--- src/rtl/clock_set_ctrl.sv ---
// Time-of-day keeper with single-button hour/minute setting.
// Consumes short/long press pulses and a 1 Hz tick; drives display fields.
module clock_set_ctrl #(
  parameter int TIMEOUT_S = 10,
  parameter int BLINK_DIV = 25000000
) (
  input  logic       sysclk,
  input  logic       rst,
  input  logic       short_pression,
  input  logic       long_pression,
  input  logic       tick_1hz,
  output logic [4:0] hour,
  output logic [5:0] minute,
  output logic [5:0] second,
  output logic [1:0] mode,
  output logic       blink,
  output logic       day_pulse
);

  localparam int DW = (BLINK_DIV > 1) ? $clog2(BLINK_DIV) : 1;
  localparam logic [DW-1:0] DIV_LAST = DW'(BLINK_DIV - 1);
  localparam logic [5:0] TO_LAST = 6'(TIMEOUT_S - 1);

  typedef enum logic [1:0] {
    RUN      = 2'd0,
    SET_HOUR = 2'd1,
    SET_MIN  = 2'd2
  } state_t;

  state_t state, state_next;
  logic [5:0] tmo;
  logic [DW-1:0] div;
  logic sp, any_press, tmo_hit, entry;
  logic sec_clr, hour_inc, min_inc, run_tick;

  // long wins over short when both arrive together
  assign sp = short_pression & ~long_pression;
  assign any_press = short_pression | long_pression;
  assign tmo_hit = (state != RUN) && tick_1hz && !any_press
                   && (tmo == TO_LAST);
  assign run_tick = (state == RUN) && tick_1hz;
  assign entry = (state_next != state);
  assign mode = state;

  always_comb begin
    state_next = state;
    sec_clr = 1'b0;
    hour_inc = 1'b0;
    min_inc = 1'b0;
    unique case (state)
      RUN: begin
        if (long_pression) state_next = SET_HOUR;
      end
      SET_HOUR: begin
        if (long_pression) begin
          state_next = SET_MIN;
        end else if (sp) begin
          hour_inc = 1'b1;
        end else if (tmo_hit) begin
          state_next = RUN;
          sec_clr = 1'b1;
        end
      end
      SET_MIN: begin
        if (long_pression || tmo_hit) begin
          state_next = RUN;
          sec_clr = 1'b1;
        end else if (sp) begin
          min_inc = 1'b1;
        end
      end
      default: state_next = RUN;
    endcase
  end

  always_ff @(posedge sysclk or posedge rst) begin
    if (rst) state <= RUN;
    else state <= state_next;
  end

  always_ff @(posedge sysclk or posedge rst) begin
    if (rst) begin
      hour <= 5'd0;
      minute <= 6'd0;
      second <= 6'd0;
      day_pulse <= 1'b0;
    end else begin
      day_pulse <= 1'b0;
      if (sec_clr) begin
        second <= 6'd0;
      end else if (run_tick) begin
        if (second == 6'd59) begin
          second <= 6'd0;
          if (minute == 6'd59) begin
            minute <= 6'd0;
            if (hour == 5'd23) begin
              hour <= 5'd0;
              day_pulse <= 1'b1;
            end else begin
              hour <= hour + 5'd1;
            end
          end else begin
            minute <= minute + 6'd1;
          end
        end else begin
          second <= second + 6'd1;
        end
      end
      if (hour_inc)
        hour <= (hour == 5'd23) ? 5'd0 : hour + 5'd1;
      if (min_inc)
        minute <= (minute == 6'd59) ? 6'd0 : minute + 6'd1;
    end
  end

  // a tick coinciding with a press is swallowed by the press
  always_ff @(posedge sysclk or posedge rst) begin
    if (rst) begin
      tmo <= 6'd0;
    end else if (entry || state == RUN || any_press) begin
      tmo <= 6'd0;
    end else if (tick_1hz) begin
      tmo <= tmo + 6'd1;
    end
  end

  always_ff @(posedge sysclk or posedge rst) begin
    if (rst) begin
      blink <= 1'b1;
      div <= '0;
    end else if (state_next == RUN || entry || sp) begin
      blink <= 1'b1;
      div <= '0;
    end else if (div == DIV_LAST) begin
      blink <= ~blink;
      div <= '0;
    end else begin
      div <= div + 1'b1;
    end
  end

endmodule

--- config.mk ---
export PLATFORM = sky130hd
export DESIGN_NAME = clock_set_ctrl
export DESIGN_NICKNAME = d
export VERILOG_FILES = /design/src/rtl/clock_set_ctrl.sv
export SDC_FILE = /design/constraint.sdc
export NUM_CORES = 1
export LEC_CHECK = 0
export CAP_MARGIN = 20
export CELL_PAD_IN_SITES_DETAIL_PLACEMENT = 1
export CELL_PAD_IN_SITES_GLOBAL_PLACEMENT = 1
export CORE_UTILIZATION = 45
export DETAILED_ROUTE_END_ITERATION = 6
export GPL_ROUTABILITY_DRIVEN = 0
export GPL_TIMING_DRIVEN = 0
export PLACE_DENSITY_LB_ADDON = 0.1
export SYNTH_ARGS = -nofsm -noshare
export SYNTH_HDL_FRONTEND = slang
export SYNTH_SLANG_ARGS = --single-unit
export TNS_END_PERCENT = 20
--- constraint.sdc ---
create_clock -name sysclk -period 2.75 [get_ports sysclk]
set_input_delay 0.6875 -clock sysclk [delete_from_list [all_inputs] [get_ports sysclk]]
set_output_delay 0.6875 -clock sysclk [all_outputs]
set_load 0.005 [all_outputs]
# Word-level counts from Yosys, hierarchy flattened
# Index checks and enable logic that the tools add are counted.
dict set report classes {
  n_addsub 5
  n_mul 0
  n_div 0
  n_lt_le_gt_ge 0
  eq_ne 10
  shifts 0
  muxes 41
  n_bitwise 4
  reduce_logical 23
}
# operator count
set ops {}
lappend ops {{$mux 6} 10}
lappend ops {{$mux 25} 2}
lappend ops {{$mux 5} 6}
lappend ops {{$add 25x1->25 const B} 1}
lappend ops {{$eq 25x25->1 const B} 1}
lappend ops {{$add 6x1->6 const B} 3}
lappend ops {{$reduce_bool 2->1} 9}
lappend ops {{$mux 1} 16}
lappend ops {{$eq 6x6->1 const B} 2}
lappend ops {{$mux 2} 5}
lappend ops {{$eq 6x4->1 const B} 1}
lappend ops {{$pmux 2 s3} 1}
lappend ops {{$add 5x1->5 const B} 1}
lappend ops {{$eq 5x5->1 const B} 1}
lappend ops {{$logic_or 1x1->1} 5}
lappend ops {{$logic_and 1x1->1} 4}
lappend ops {{$logic_not 2->1} 2}
lappend ops {{$ne 2x1->1 const B} 2}
lappend ops {{$reduce_and 4->1} 1}
lappend ops {{$reduce_and 3->1} 1}
lappend ops {{$eq 2x1->1 const B} 1}
lappend ops {{$eq 2x2->1 const B} 1}
lappend ops {{$ne 2x2->1} 1}
lappend ops {{$not 1->1} 2}
lappend ops {{other kinds (4)} 4}
dict set report word_totals {
  ff_bits 52
  latchBits 0
  ramBits 0
  romBits 0
  input_bits 5
  mem_count 0
}

# Longest topological paths before layout
dict set report depth {
  depth_word 12
  ltp_mapped 10
  mapped_depth_nobuf 7
}

# Worst setup path before layout
# Ideal clock, no wire load.
dict set report synth_path {
  kind {register to register}
  startpoint {register state[0], in the netlist mode[0]}
  endpoint {register blink}
  arrival_ns 2.070
  required_time_ns 2.656
  setup_slack_ns 0.586
  stages_incl_launch_ff 9
  synth_period_minus_slack_ns 2.164
  path_cell_list {dfrtp_1 inv_1 ha_1 buf_4 o21ba_1 o21bai_1 or2_0 a221o_1 or4b_1}
}
dict set report synth_between {
  elab_chain_len 12
  elab_cells_between_ends 20
}
# item line
set synth_rtl {}
lappend synth_rtl {{from (decl)} 30} ;# state_t state, state_next;
lappend synth_rtl {{from (signal assigned)} 78} ;# else state <= state_next;
lappend synth_rtl {{$reduce_bool 2->1} 39} ;# assign tmo_hit = (state != RUN) && tick_1hz && !any_press
lappend synth_rtl {{$logic_and 1x1->1 (2 in series)} 39}
lappend synth_rtl {{$logic_and 1x1->1} 40} ;# && (tmo == TO_LAST);
lappend synth_rtl {{$mux 2} 59} ;# end else if (tmo_hit) begin
lappend synth_rtl {{$mux 2} 57} ;# end else if (sp) begin
lappend synth_rtl {{$mux 2} 55} ;# if (long_pression) begin
lappend synth_rtl {{$pmux 2 s3} 50} ;# unique case (state)
lappend synth_rtl {{$ne 2x2->1 or $logic_not 2->1 (tied branches)} {42, 131}}
lappend synth_rtl {{$logic_or 1x1->1 (*) (2 in series)} 131} ;# end else if (state_next == RUN || entry || sp) begin
lappend synth_rtl {{$mux 1 or $reduce_bool 2->1 (tied branches)} -}
lappend synth_rtl {{to (signal assigned)} 135} ;# blink <= ~blink;
lappend synth_rtl {{to (decl)} 16} ;# output logic blink,
# Every way passes the cells marked *; elsewhere a longest branch is shown, timed or not.
# A chain may end at the register's enable or synchronous reset.

# Worst setup path after layout
dict set report layout_path {
  startpoint {input short_pression}
  endpoint {register div[18]}
}
dict set report layout_between {
  elab_chain_len 12
  elab_cells_between_ends 16
}
# item line
set layout_rtl {}
lappend layout_rtl {{from (decl)} 9} ;# input logic short_pression,
lappend layout_rtl {{$or 1x1->1} 38} ;# assign any_press = short_pression | long_pression;
lappend layout_rtl {{$logic_not 1->1} 39}
lappend layout_rtl {{$logic_and 1x1->1} 39}
lappend layout_rtl {{$logic_and 1x1->1} 40}
lappend layout_rtl {{$mux 2} 59}
lappend layout_rtl {{$mux 2} 57}
lappend layout_rtl {{$mux 2} 55}
lappend layout_rtl {{$pmux 2 s3} 50}
lappend layout_rtl {{$ne 2x2->1 or $logic_not 2->1 (tied branches)} {42, 131}}
lappend layout_rtl {{$logic_or 1x1->1} 131}
lappend layout_rtl {{$logic_or 1x1->1 (*)} 131}
lappend layout_rtl {{$mux 25 (*)} 131}
lappend layout_rtl {{to (signal assigned)} 138} ;# div <= div + 1'b1;
lappend layout_rtl {{to (decl)} 32} ;# logic [DW-1:0] div;
# Marked as above.

==> results <==
- The post-synthesis xor/xnor area fraction is 8.83%.
- The number of buffers created by CTS is 5.
- Summing the areas of all fa, ha and maj instances in the mapped netlist gives 4.21% of the synthesized area.
- Sequential cells were found to cover 43.8% of the synthesized design area.
- The number of flops mapped to enable cells by yosys is 0.
- Summed over all layers, the global routing overflow is 0.
- The worst clock skew on the final layout is 0.00852 ns.
- The half-perimeter wire length after placement is 5040 um.
- Summing the areas of all compound-gate instances in the mapped netlist gives 8.46% of the synthesized area.
- After clock tree synthesis, the flow added hold-fix buffers numbering 0.
- In this run the number of H-tree levels came out at 2.
- The average instance in the mapped netlist occupies 9.69 um^2.
- The area fraction of the dominant cell type after synthesis is 42.9%.
- The clock tree root buffer cell is clkbuf_8.
- The pre-CTS setup slack is -0.141 ns.
- The number of different library cells in the post-synthesis netlist is 57.
- The number of maximum-capacitance constraint violations is 0.
- After detailed routing, the number of remaining DRC violations is 0.
- STA classifies the critical path startpoint as an input port.
- The commonest cells after synthesis are 51 x dfrtp_1, 26 x nor3_1, 25 x nand2_1, 25 x nor2_1, 20 x nor4_1.
- The number of hold violations in the final report is 0.
- The worst setup path is captured at a flip-flop.
- The maximum clock frequency is 0.387 GHz.
- The detail route stage leaves a number of antenna-violating nets equal to 0.
- The pin count of the biggest net entering global routing is 41.
- Measured against the total synthesized area, the mux share comes to 2.27%.
- The non-filler instance count after layout is 417.
- The core area is 6350 um^2.
- The number of global-route vias before repair was 2515.
- Counting flops and latches in the post-synthesis netlist gives 52.
- The total of cells resized after clock tree synthesis is 0.
- Cells fill 54.4% of the core in the end.
- The run finished with clean final reports.
- The most frequent cell after synthesis is dfrtp_1.
- The power after layout is 0.00271 W.
- The total routing resource utilization after global routing is 21.6%.
- TritonCTS built the clock tree.
- The number of setup buffers added after CTS is 0.
- Of the cells placed in the final design, the portion with a size suffix greater than 1 is 12.1%.
- The analysis attributes to cell leakage a power of 1.32 nW.
- The most used flip-flop cell after synthesis is dfrtp_1.
- Setup repair after global routing left no endpoint under its margin.
- The longest clock path from root to sink contains 2 buffers.
- The routed via count divided by cell count is 5.83.
- For this run, the detailed router's first-pass iteration total came to 4.
- After detailed routing, the average wire length per cell comes to 16.9 um.
- The initial antenna violation count came to 0.
- The total count of max-transition violations in the final report is 0.
- The synthesized net count is 322.
- At the worst endpoint, the required time is 2.93 ns.
- The die is 83.3 um tall.
- After the first detailed-routing iteration, the DRC count stood at 50.
- The synthesis warning total is 0.
- The classification of the worst setup path is input port to flip-flop.
- The number of vias after detailed routing is 2432.
- Compared with the post-synthesis result, the final layout area differs by 16.2%.
- Data on the critical path arrives at its endpoint at 2.76 ns.
- The number of diodes is 0.
- The number of nets in the layout is 354.
- The clock slew seen by the registers of the worst setup and hold paths is 0.09 ns.
- The worst slew margin relative to its limit is 48.9%.
- The clock reaches the later pin of the worst-skew pair after 0.30 ns.
- For flop-to-flop paths, the worst setup slack is 0.24 ns.
- Counting every sink on the clock net gives 52.
- After synthesis, the largest family of logic cells by area is simple AND/OR/NAND/NOR gates.
- The overall die width is 83.3 um.
- The port buffer count is 24.
- The critical-path cell with the highest stage delay is clkdlybuf4s50_1.
- The starting density of the core is 46.8%.
- The maximum vdd ir drop is 553 uV.
- The synthesized-area fraction occupied by and/or/nand/nor cells is 28.6%.
- The floorplan step defined a die boundary enclosing 6940 um^2.
- Sorting the synthesized cells by area gives the leading types as dfrtp_1 43%, xnor2_1 5.6%, nor3_1 4.4%.
- The type of the worst min-delay path is flip-flop to flip-flop.
- The maximum fanout along the worst path is 10.
- The total wirelength of the detailed-routed design is 7030 um.
- The final setup violation count is 0.
- The delay of the slowest cell on the worst path is 0.47 ns.
- At the pin with the least slew margin, the transition time is 0.759 ns.
- The share of synthesized registers carrying an async set or reset is 100%.
- The power density of the placed cells is 784 nW/um^2.
- The synthesized netlist cell count is 307.
- The cell taking the most area after synthesis is dfrtp_1.
- The final worst-path setup slack is 0.164 ns.
- The final cycle utilization of the critical path is 94.0%.
- The number of placed instances with taps included is 409.
- The cell area that synthesis handed to floorplanning was 2970 um^2.
- Traced cell by cell, the critical path runs through clkdlybuf4s50_1 > or3_1 > buf_4 > nor3_2 > nor3_1 > nand2_1 > buf_2 > nor4_1.
- 26 I/O pins were placed.
- Row generation in the floorplan step produced 29 rows.
- After layout, the minimum clock period comes to 2.59 ns.
- The first-pass GRT wire length is 12200 um.
-- worst max-delay path, delay by kind of cell --
kind | cells | cell delay [ns]
buffers and inverters | 3 | 0.96
and+or+nand+nor | 5 | 1.09
-- area by class of cell --
class                           instances  area, um^2
Sequential cell                        52        1300
Inverter                                8        30.0
Buffer                                 15        82.6
Tap cell                               77        96.3
Timing Repair Buffer                   25         260
Clock buffer                            7        96.3
Multi-Input combinational cell        232        1560
Fill cell                             745        2890
Clock inverter                          1        30.0
-- metrics by stage --
stage | hold slack [ns] | TNS, ns | area, um^2
finish | 0.535 | 0 | 3460
global route | 0.575 | 0 | 3460
CTS | 0.549 | 0 | 3460
detailed placement | 0.534 | -2.01 | 3330
global placement | 0.517 | -14.35 | 3310
floorplan | 0.487 | 0 | 2970
-- routing by layer --
metal	track usage, %	wire length [um]	vias up
li1	-	-	1184
met1	28.7	3340	1218
met2	36.3	3480	24
met3	3.68	143	6
met4	5.80	70	0
met5	0	0	-
-- layout by cell type (no fill, tap or decap), types with 2 or more instances in the layout --
cell	n
a21oi_1	9
a221o_1	2
and4_1	3
buf_2	9
buf_4	4
clkbuf_1	2
clkbuf_8	7
clkdlybuf4s50_1	24
dfrtp_1	51
ha_1	10
inv_1	6
inv_2	2
mux2_2	6
nand2_1	25
nand3_1	14
nand4_1	9
nand4b_1	2
nor2_1	25
nor2b_1	5
nor3_1	26
nor4_1	20
nor4b_1	2
nor4b_2	4
o211ai_1	2
o21ai_0	4
or3_1	4
xnor2_1	19
xor2_1	11
-- power by group --
part / internal (W) / switching [W]
Sequential: 0.000863 / 0.000136
Clock: 0.000321 / 0.000248
Combinational: 0.000480 / 0.000663
Total: 0.00166 / 0.00105
-- worst paths after layout --
path                           startpoint        end  depth (start not counted)
max                        short_pression    div[18]                          8
min                                div[0]     div[0]                          1
max reg2reg                       mode[1]  minute[5]                          8
min reg2reg                        div[0]     div[0]                          1
max in group asynchronous             rst      blink                          3
min in group asynchronous             rst    hour[3]                          2
-- logic make-up (layout without fill, tap and decap cells) --
kind of cell	Yosys count	in the layout
and+or+nand+nor	151	151
muxes	6	6
DFF	52	52
buffers and inverters	23	56
adders and majority gates	10	10
AOI/OAI and AO/OA	35	35
xor gates and xnor gates	30	30
-- sequential cells by signal, summed over array words and instances (netlist names) --
name       count
blink          1
day_pulse      1
div           25
hour           5
minute         6
mode           2
second         6
tmo            6
Power figures use the tool's default switching activity.
